[src/rtl/dispatch_queue_unit.sv]
// Dispatch stage: decoded-instruction FIFO feeding ROB/RS/LSB,
// with operand resolution from regfile, ROB, CDB and a rename bypass.
module dispatch_queue_unit #(
  parameter int XLEN       = 32,
  parameter int OP_W       = 6,
  parameter int ROB_ID_W   = 4,
  parameter int CDB_N      = 2,
  parameter int FIFO_DEPTH = 4
) (
  input  logic                     clk_in,
  input  logic                     rst_n_in,
  input  logic                     rdy_in,
  input  logic                     rollback_in,
  input  logic                     in_valid,
  output logic                     in_ready,
  input  logic [OP_W-1:0]          in_op,
  input  logic [4:0]               in_rd,
  input  logic [4:0]               in_rs1,
  input  logic [4:0]               in_rs2,
  input  logic [XLEN-1:0]          in_imm,
  input  logic [XLEN-1:0]          in_pc,
  input  logic [XLEN-1:0]          in_rollback_pc,
  input  logic                     in_pred_jump,
  input  logic [4:0]               in_flags,
  output logic [4:0]               rs1_out,
  output logic [4:0]               rs2_out,
  input  logic [XLEN-1:0]          reg_v1,
  input  logic [XLEN-1:0]          reg_v2,
  input  logic [ROB_ID_W-1:0]      reg_q1,
  input  logic [ROB_ID_W-1:0]      reg_q2,
  output logic [ROB_ID_W-1:0]      rob_q1_out,
  output logic [ROB_ID_W-1:0]      rob_q2_out,
  input  logic                     rob_rdy1,
  input  logic                     rob_rdy2,
  input  logic [XLEN-1:0]          rob_data1,
  input  logic [XLEN-1:0]          rob_data2,
  input  logic                     rob_full_in,
  input  logic                     rs_full_in,
  input  logic                     lsb_full_in,
  input  logic [ROB_ID_W-1:0]      rob_id_in,
  input  logic [CDB_N-1:0]         cdb_valid,
  input  logic [CDB_N*ROB_ID_W-1:0] cdb_rob_id,
  input  logic [CDB_N*XLEN-1:0]    cdb_data,
  output logic                     rob_en,
  output logic                     reg_en,
  output logic                     rs_en,
  output logic                     lsb_en,
  output logic [OP_W-1:0]          out_op,
  output logic [4:0]               out_rd,
  output logic [XLEN-1:0]          out_v1,
  output logic [XLEN-1:0]          out_v2,
  output logic [XLEN-1:0]          out_imm,
  output logic [XLEN-1:0]          out_pc,
  output logic [XLEN-1:0]          out_rollback_pc,
  output logic [ROB_ID_W-1:0]      out_q1,
  output logic [ROB_ID_W-1:0]      out_q2,
  output logic [ROB_ID_W-1:0]      out_rob_id,
  output logic [4:0]               out_flags,
  output logic                     out_pred_jump
);
  localparam int PW = $clog2(FIFO_DEPTH);
  localparam int CW = PW + 1;

  typedef struct packed {
    logic [OP_W-1:0] op;
    logic [4:0]      rd;
    logic [4:0]      rs1;
    logic [4:0]      rs2;
    logic [XLEN-1:0] imm;
    logic [XLEN-1:0] pc;
    logic [XLEN-1:0] rpc;
    logic            pj;
    logic [4:0]      flags;
  } ent_t;

  typedef struct packed {
    logic [OP_W-1:0]     op;
    logic [4:0]          rd;
    logic [XLEN-1:0]     v1;
    logic [XLEN-1:0]     v2;
    logic [XLEN-1:0]     imm;
    logic [XLEN-1:0]     pc;
    logic [XLEN-1:0]     rpc;
    logic [ROB_ID_W-1:0] q1;
    logic [ROB_ID_W-1:0] q2;
    logic [ROB_ID_W-1:0] rob_id;
    logic [4:0]          flags;
    logic                pj;
  } pay_t;

  typedef struct packed {
    logic [ROB_ID_W-1:0] q;
    logic [XLEN-1:0]     v;
  } opnd_t;

  ent_t          mem_q [FIFO_DEPTH];
  ent_t          in_ent, head;
  logic [PW-1:0] hd_q, hd_d, tl_q, tl_d;
  logic [CW-1:0] cnt_q, cnt_d;
  logic          rob_en_q, rob_en_d, reg_en_q, reg_en_d;
  logic          rs_en_q, rs_en_d, lsb_en_q, lsb_en_d;
  pay_t          pay_q, pay_d;
  logic          lvld_q, lvld_d;
  logic [4:0]    lrd_q, lrd_d;
  logic [ROB_ID_W-1:0] lid_q, lid_d;
  logic          push, pop, go, drop, is_lsb, unit_ok, live;
  opnd_t         op1, op2;

  function automatic opnd_t resolve(
    input logic [4:0]          rs,
    input logic [XLEN-1:0]     rv,
    input logic [ROB_ID_W-1:0] rq,
    input logic                rr,
    input logic [XLEN-1:0]     rdat
  );
    opnd_t r;
    logic  hit;
    logic [XLEN-1:0] cv;
    hit = 1'b0;
    cv  = '0;
    for (int i = 0; i < CDB_N; i++) begin
      if (!hit && cdb_valid[i] &&
          cdb_rob_id[i*ROB_ID_W +: ROB_ID_W] == rq) begin
        hit = 1'b1;
        cv  = cdb_data[i*XLEN +: XLEN];
      end
    end
    if (rs == 5'd0)                   r = '{q: '0, v: '0};
    else if (lvld_q && lrd_q == rs)   r = '{q: lid_q, v: '0};
    else if (rq == '0)                r = '{q: '0, v: rv};
    else if (hit)                     r = '{q: '0, v: cv};
    else if (rr)                      r = '{q: '0, v: rdat};
    else                              r = '{q: rq, v: rv};
    return r;
  endfunction

  always_comb begin
    in_ent = '{op: in_op, rd: in_rd, rs1: in_rs1, rs2: in_rs2,
               imm: in_imm, pc: in_pc, rpc: in_rollback_pc,
               pj: in_pred_jump, flags: in_flags};
    head    = mem_q[hd_q];
    is_lsb  = head.flags[4];
    unit_ok = is_lsb ? !lsb_full_in : !rs_full_in;
    live    = rdy_in && !rollback_in && (cnt_q != '0);
    go      = live && !rob_full_in && unit_ok && (head.op != '0);
    drop    = live && (head.op == '0);
    pop     = go || drop;
    push    = in_valid && in_ready && rdy_in;
    op1 = resolve(head.rs1, reg_v1, reg_q1, rob_rdy1, rob_data1);
    op2 = resolve(head.rs2, reg_v2, reg_q2, rob_rdy2, rob_data2);
  end

  always_comb begin
    hd_d     = hd_q;
    tl_d     = tl_q;
    cnt_d    = cnt_q;
    pay_d    = pay_q;
    lvld_d   = lvld_q;
    lrd_d    = lrd_q;
    lid_d    = lid_q;
    rob_en_d = 1'b0;
    reg_en_d = 1'b0;
    rs_en_d  = 1'b0;
    lsb_en_d = 1'b0;
    if (rdy_in) begin
      if (rollback_in) begin
        hd_d   = '0;
        tl_d   = '0;
        cnt_d  = '0;
        lvld_d = 1'b0;
      end else begin
        if (push) tl_d = tl_q + 1'b1;
        if (pop)  hd_d = hd_q + 1'b1;
        cnt_d  = cnt_q + CW'(push) - CW'(pop);
        lvld_d = go && (head.rd != 5'd0);
        if (go) begin
          rob_en_d = 1'b1;
          reg_en_d = head.rd != 5'd0;
          rs_en_d  = !is_lsb;
          lsb_en_d = is_lsb;
          lrd_d    = head.rd;
          lid_d    = rob_id_in;
          pay_d = '{op: head.op, rd: head.rd, v1: op1.v, v2: op2.v,
                    imm: head.imm, pc: head.pc, rpc: head.rpc,
                    q1: op1.q, q2: op2.q, rob_id: rob_id_in,
                    flags: head.flags, pj: head.pj};
        end
      end
    end
  end

  always_ff @(posedge clk_in or negedge rst_n_in) begin
    if (!rst_n_in) begin
      hd_q     <= '0;
      tl_q     <= '0;
      cnt_q    <= '0;
      pay_q    <= '0;
      lvld_q   <= 1'b0;
      lrd_q    <= '0;
      lid_q    <= '0;
      rob_en_q <= 1'b0;
      reg_en_q <= 1'b0;
      rs_en_q  <= 1'b0;
      lsb_en_q <= 1'b0;
    end else begin
      hd_q     <= hd_d;
      tl_q     <= tl_d;
      cnt_q    <= cnt_d;
      pay_q    <= pay_d;
      lvld_q   <= lvld_d;
      lrd_q    <= lrd_d;
      lid_q    <= lid_d;
      rob_en_q <= rob_en_d;
      reg_en_q <= reg_en_d;
      rs_en_q  <= rs_en_d;
      lsb_en_q <= lsb_en_d;
    end
  end

  // Storage needs no reset: count gates every read.
  always_ff @(posedge clk_in) begin
    if (push) mem_q[tl_q] <= in_ent;
  end

  assign in_ready        = (cnt_q < CW'(FIFO_DEPTH)) && !rollback_in;
  assign rs1_out         = head.rs1;
  assign rs2_out         = head.rs2;
  assign rob_q1_out      = reg_q1;
  assign rob_q2_out      = reg_q2;
  assign rob_en          = rob_en_q;
  assign reg_en          = reg_en_q;
  assign rs_en           = rs_en_q;
  assign lsb_en          = lsb_en_q;
  assign out_op          = pay_q.op;
  assign out_rd          = pay_q.rd;
  assign out_v1          = pay_q.v1;
  assign out_v2          = pay_q.v2;
  assign out_imm         = pay_q.imm;
  assign out_pc          = pay_q.pc;
  assign out_rollback_pc = pay_q.rpc;
  assign out_q1          = pay_q.q1;
  assign out_q2          = pay_q.q2;
  assign out_rob_id      = pay_q.rob_id;
  assign out_flags       = pay_q.flags;
  assign out_pred_jump   = pay_q.pj;
endmodule

[config.mk]
export PLATFORM = sky130hd
export DESIGN_NAME = dispatch_queue_unit
export DESIGN_NICKNAME = d
export VERILOG_FILES = /design/src/rtl/dispatch_queue_unit.sv
export SDC_FILE = /design/constraint.sdc
export NUM_CORES = 1
export LEC_CHECK = 0
export ABC_AREA = 1
export BUFFER_PORTS_ARGS = -buffer_cell sky130_fd_sc_hd__buf_4
export CORE_MARGIN = 2
export CORE_UTILIZATION = 40
export CTS_CLUSTER_DIAMETER = 40
export DETAILED_ROUTE_END_ITERATION = 8
export HOLD_SLACK_MARGIN = 0.06
export SYNTH_ARGS = -nofsm -noshare
export SYNTH_HDL_FRONTEND = slang
export SYNTH_SLANG_ARGS = --single-unit
[constraint.sdc]
create_clock -name clk_in -period 6.75 [get_ports clk_in]
set_clock_uncertainty 0.05 [all_clocks]
set_input_delay 1.0125 -clock clk_in [delete_from_list [all_inputs] [get_ports clk_in]]
set_output_delay 1.0125 -clock clk_in [all_outputs]
set_load 0.02 [all_outputs]
Word-level counts from Yosys, hierarchy flattened --
Memory sizes are Yosys's and may differ from the RTL's. Index checks and enable logic that the tools add are counted.
Word-level totals: latch bits 0, memory bits (writable) 492, register bits 201, memories kept 1, input port bits 347, output and inout bits 212, logic and storage cells 111, bits in read-only memories 0
Memories:
- mem_q | depth 4, width 123, rd ports 1, clocked after memory_dff 0, wr ports 1, RTL line 96 | ent_t mem_q [FIFO_DEPTH];
Operators by class: divide/modulo/power cells 0, shift operators 0, mux-type cells 39, bitwise gates (word level) 1, order comparisons 1, add/sub/neg operators 4, reduce and logical (&&, ||, !) cells 39, equal/unequal tests 6, multipliers 0
Operator list (count):
- $mux 36 | 10
- $mux 32 | 4
- $mux 1 | 20
- $logic_and 1x1->1 | 18
- $eq 4x4->1 | 4
- $eq 5x5->1 | 2
- $logic_not 5->1 | 2
- $logic_not 4->1 | 2
- $mux 2 | 4
- $logic_not 1->1 | 7
- $logic_not 6->1 | 1
- $reduce_bool 6->1 | 1
- $reduce_bool 5->1 | 1
- $add 2x1->2 const B | 2
- $reduce_and 2->1 | 2
- $reduce_bool 2->1 | 2
- $add 3x1->3 | 1
- $lt 3x3->1 const B | 1
- $mux 3 | 1
- $reduce_and 3->1 | 1
- $reduce_bool 3->1 | 1
- $sub 3x1->3 | 1
- $logic_or 1x1->1 | 1
- $not 1->1 | 1

Logic depth before layout (Yosys ltp) --
depth in word-level cells 11, mapped depth 19, gate-level depth less buffers 16

Worst setup path after synthesis --
Ideal clock, no wire load.
kind input to register, start input rollback_in, end memory mem_q[0][0] (netlist name) (enable), setup time 0.607 ns, arrival time 6.773 ns, data required time 6.093 ns, buffers on the path 0, cell stages on the path 3, path slack -0.680 ns, cells stage by stage nor2_1 > nand3_1 > nor2_1
Between the ends: longest elaborated chain between the ends 6
RTL lines:
- start: declaration | RTL line 13 | input logic rollback_in,
- $logic_not 1->1 | RTL line 225 | assign in_ready = (cnt_q < CW'(FIFO_DEPTH)) && !rollback_in;
- $logic_and 1x1->1 | RTL line 225
- $logic_and 1x1->1 (2 in series) | RTL line 148 | push = in_valid && in_ready && rdy_in;
- $mux 1 | RTL line 222 | if (push) mem_q[tl_q] <= in_ent;
- $mux 1 (not written as such) | RTL line 222
- end: declaration | RTL line 96
No other way between the ends.

Worst setup path in the final report --
start register hd_q[1], end register cnt_q[2]
Between the ends: longest elaborated chain between the ends 7, elaborated cells on any way between the ends 10, those cells by class 1 x add/sub; 2 x mux; 6 x reduce/logical; 1 x memory
RTL lines:
- start: declaration | RTL line 98 | logic [PW-1:0] hd_q, hd_d, tl_q, tl_d;
- start signal: assignment | RTL line 194 | hd_q <= '0;
- start signal: assignment | RTL line 206 | hd_q <= hd_d;
- $mem_v2 4x123 (*)
- $mux 1 | RTL line 143 | unit_ok = is_lsb ? !lsb_full_in : !rs_full_in;
- $logic_and 1x1->1 (2 in series) | RTL line 145 | go = live && !rob_full_in && unit_ok && (head.op != '0);
- $logic_or 1x1->1 (*) | RTL line 147 | pop = go || drop;
- $sub 3x1->3 (*) | RTL line 174 | cnt_d = cnt_q + CW'(push) - CW'(pop);
- $mux 3 (*) | RTL line 166 | if (rollback_in) begin
- end signal: assignment | RTL line 208 | cnt_q <= cnt_d;
- end: declaration | RTL line 99 | logic [CW-1:0] cnt_q, cnt_d;
Mark *: on every way between the ends. The rest lies on a longest branch, timed or not. A chain may end at the register's enable or synchronous reset.

==> summary.txt <==
Run status
  • Status: completed

Power
  • Power Density: 365 nW/um^2
  • VDD IR-drop max: 279 uV
  • Power, Total: 14.0 mW
  • Leakage: 16.8 nW

CTS
  • Post-CTS setup repair buffer count: 0
  • Number of buffers created by CTS: 101
  • H-tree depth: 3
  • Post-cts sizing count: 0
  • Root Buffer: clkbuf_16
  • Hold Buf Count CTS: 0
  • Clk sinks: 693
  • Max Root-Sink Buffers: 3
  • CTS tree: done
  • Clk_lat worst skew: 0.64 ns
  • Clock edge transition at the registers on the reported setup and hold paths: 0.06 ns

Synth
  • Syn nets: 3332
  • Seq/Total Area, Yosys: 0.659
  • Synth Register Bits: 693
  • Mapped Area: 30000 sq um
  • Count of different cell masters after synthesis: 36
  • Ys Warns: 0
  • Synth Area per Inst: 10.1 sq um
  • Cells after Synth: 2978

Detailed routing
  • Post-Route WL: 99600 um
  • Via density: 5.16
  • Via Count: 23300
  • Avg WL per Cell: 22.0 um
  • Iter 0 DRT Violations: 1725
  • Drt drc: 0
  • Post-route ant nets: 0
  • TritonRoute pass-1 iters: 6

Floorplanning
  • IO Count: 559
  • Starting Density: 0.404
  • Die width: 278 um
  • Die Footprint: 77300 sq um
  • Die Y: 278 um
  • Row count: 100
  • Core area: 74400 sq um

Critical path
  • Worst path required time: 7.22 ns
  • Critical path launch point type: flip-flop
  • Setup Crit Path Kind: flip-flop to flip-flop
  • Critical Path Sink Type: flip-flop
  • Data arrival, critical path: 4.83 ns
  • Worst-path fanout max: 113

Timing
  • Worst-Margin Slew: 1.14 ns
  • Final setup margin: 2.39 ns
  • Final Hold Viols: 0
  • RSZ-0062 raised after global routing: no
  • Period Utilization, post-route: 0.646
  • # setup viols final: 0
  • Period minus WS final: 4.36 ns
  • Fin. max-slew vios: 0
  • Slew margin rel.: 0.239
  • Fmax: 229 MHz
  • Hold Slack: 0.275 ns

GRT
  • Met2 usage: 0.418
  • Initial antenna violation count: 13
  • Met3 GRT Util: 0.0578
  • M1 GR Usage: 0.301
  • Total gr overflow: 0
  • Global-route wire length before repair: 144000 um
  • GR peak layer: met2
  • Largest net degree at the start of global routing: 124
  • Vias in the first global route: 22400
  • Tot GR Track Use: 0.252

Placed design
  • RePlAce Congestion: 0.995
  • Port bufs: 558
  • Pre-CTS WS: 2.33 ns
  • DP HPWL: 65300 um

Cells and area
  • Final nets: 3822
  • Area delta synth->final: 27.5%
  • Fraction of layout cells with a size suffix above 1: 0.221

Hold path
  • Hold crit path type: input pin to asynchronous set/reset pin

Flow run
  • Max-cap violations: 0
[power breakdown]
part / internal (mW) / switching, mW
Clock: 3.36 / 1.98
Sequential: 5.21 / 0.485
Combinational: 1.20 / 1.75
Total: 9.76 / 4.21
[synth_stat cells, drive strengths merged]
cell type / n / area share
inv: 181 / 0.023
a32o: 2 / 0.00067
nor4: 2 / 0.00062
nor2: 339 / 0.043
mux2i: 19 / 0.0063
a21oi: 10 / 0.0017
nand4: 18 / 0.0037
xor2: 2 / 0.00058
fa: 1 / 0.00067
edfxtp: 492 / 0.49
o22a: 3 / 0.00087
or2: 1 / 0.00021
dfrtp: 201 / 0.17
buf: 91 / 0.020
o22ai: 104 / 0.022
o21bai: 13 / 0.0032
nand2: 822 / 0.10
clkinv: 1 / 0.00012
a22o: 1 / 0.00029
o21ai: 299 / 0.050
nand3b: 3 / 0.00075
ha: 6 / 0.0025
nand3: 263 / 0.044
clkbuf: 104 / 0.013
[final timing paths]
kind | startpoint | endpoint | slack [ns] | depth (start not counted)
hold reg to reg | out_flags[0] | out_flags[0] | 0.43 | 2
max in group asynchronous | rst_n_in | out_v2[8] | 5.02 | 2
setup / recovery | hd_q[1] | cnt_q[2] | 2.39 | 15
min in group clk_in | out_flags[0] | out_flags[0] | 0.43 | 2
hold / removal | rst_n_in | out_imm[4] | 0.27 | 1
setup reg to reg | hd_q[1] | cnt_q[2] | 2.39 | 15
[sequential cells by signal, indices dropped and copies added (netlist names)]
register	cells
out_v2	32
rs_en	1
lsb_en	1
out_op	6
hd_q	2
out_pred_jump	1
reg_en	1
lrd_q	5
out_rollback_pc	32
out_imm	32
lid_q	4
out_v1	32
out_q1	4
out_pc	32
lvld_q	1
cnt_q	3
tl_q	2
rob_en	1
out_flags	5
out_q2	4
mem_q	492
[layout by cell type, fill, tap and decap left out, types with 4 or more instances in the layout]
cell / synthesis / routed
inv_2: 5 / 4
clkinvlp_4: 0 / 7
o21ai_1: 22 / 22
nand4_1: 18 / 18
o21bai_1: 13 / 13
nor2_2: 4 / 5
buf_4: 30 / 576
clkinv_2: 0 / 17
clkbuf_1: 104 / 14
inv_6: 0 / 7
o22ai_1: 104 / 104
edfxtp_1: 492 / 492
buf_12: 0 / 5
clkbuf_8: 0 / 14
inv_1: 174 / 173
nand2_1: 819 / 819
inv_8: 0 / 4
clkbuf_16: 0 / 101
o21ai_0: 277 / 277
mux2i_1: 19 / 19
ha_1: 6 / 6
dfrtp_1: 201 / 199
bufinv_16: 0 / 11
clkinv_4: 0 / 5
clkinv_1: 1 / 7
a21oi_1: 10 / 10
nor2_4: 3 / 8
nor2_1: 332 / 326
nand3_1: 261 / 260
[worst max-delay path, stage by stage, from the launching register on]
cell and delay [ns]:
dfrtp_4 0.74, inv_4 0.71, nand3_1 0.15, nand2_1 0.13
nand2_1 0.07, nor2_1 0.14, nand2_1 0.18, nand2_8 0.63
nand2_1 0.21, ha_1 0.33, inv_1 0.05, ha_1 0.12
inv_1 0.05, fa_1 0.39, xor2_1 0.16, o22ai_1 0.08
[through the flow]
step	setup TNS, ns	instances	util	instance area, sq um
finish	0	4527	0.515	38300
global route	0	4526	0.515	38300
CTS	0	4524	0.514	38300
detailed placement	0	4334	0.467	34800
global placement	0	4334	0.467	34800
floorplan	-334.61	2978	-	30000
[kinds of logic after synthesis]
logic type / after synthesis / share of synthesized area
AO/OA/AOI/OAI: 432 / 0.0782
XOR/XNOR: 2 / 0.000583
adder cells (fa/ha/maj): 7 / 0.00317
buffers and inverters: 377 / 0.0563
flip-flops: 693 / 0.659
multiplexers: 19 / 0.00633
AND/OR/NAND/NOR: 1448 / 0.196
[final cells by class]
type	count	area (sq um)
Sequential cell	693	19800
Timing Repair Buffer	582	4440
Tap cell	969	1210
Inverter	182	696
Clock buffer	129	2770
Antenna cell	3	7.51
Multi-Input combinational cell	1908	8620
Fill cell	6762	36100
Clock inverter	61	744
[metal layers]
layer  up-vias  wire [um]  part of all wire
met3       220       7060             0.071
li1      11100          -                 -
met2       845      48200              0.48
met1     11200      38200              0.38
met5         -        102            0.0010
met4        16       6000             0.060
Power figures use the tool's default switching activity.
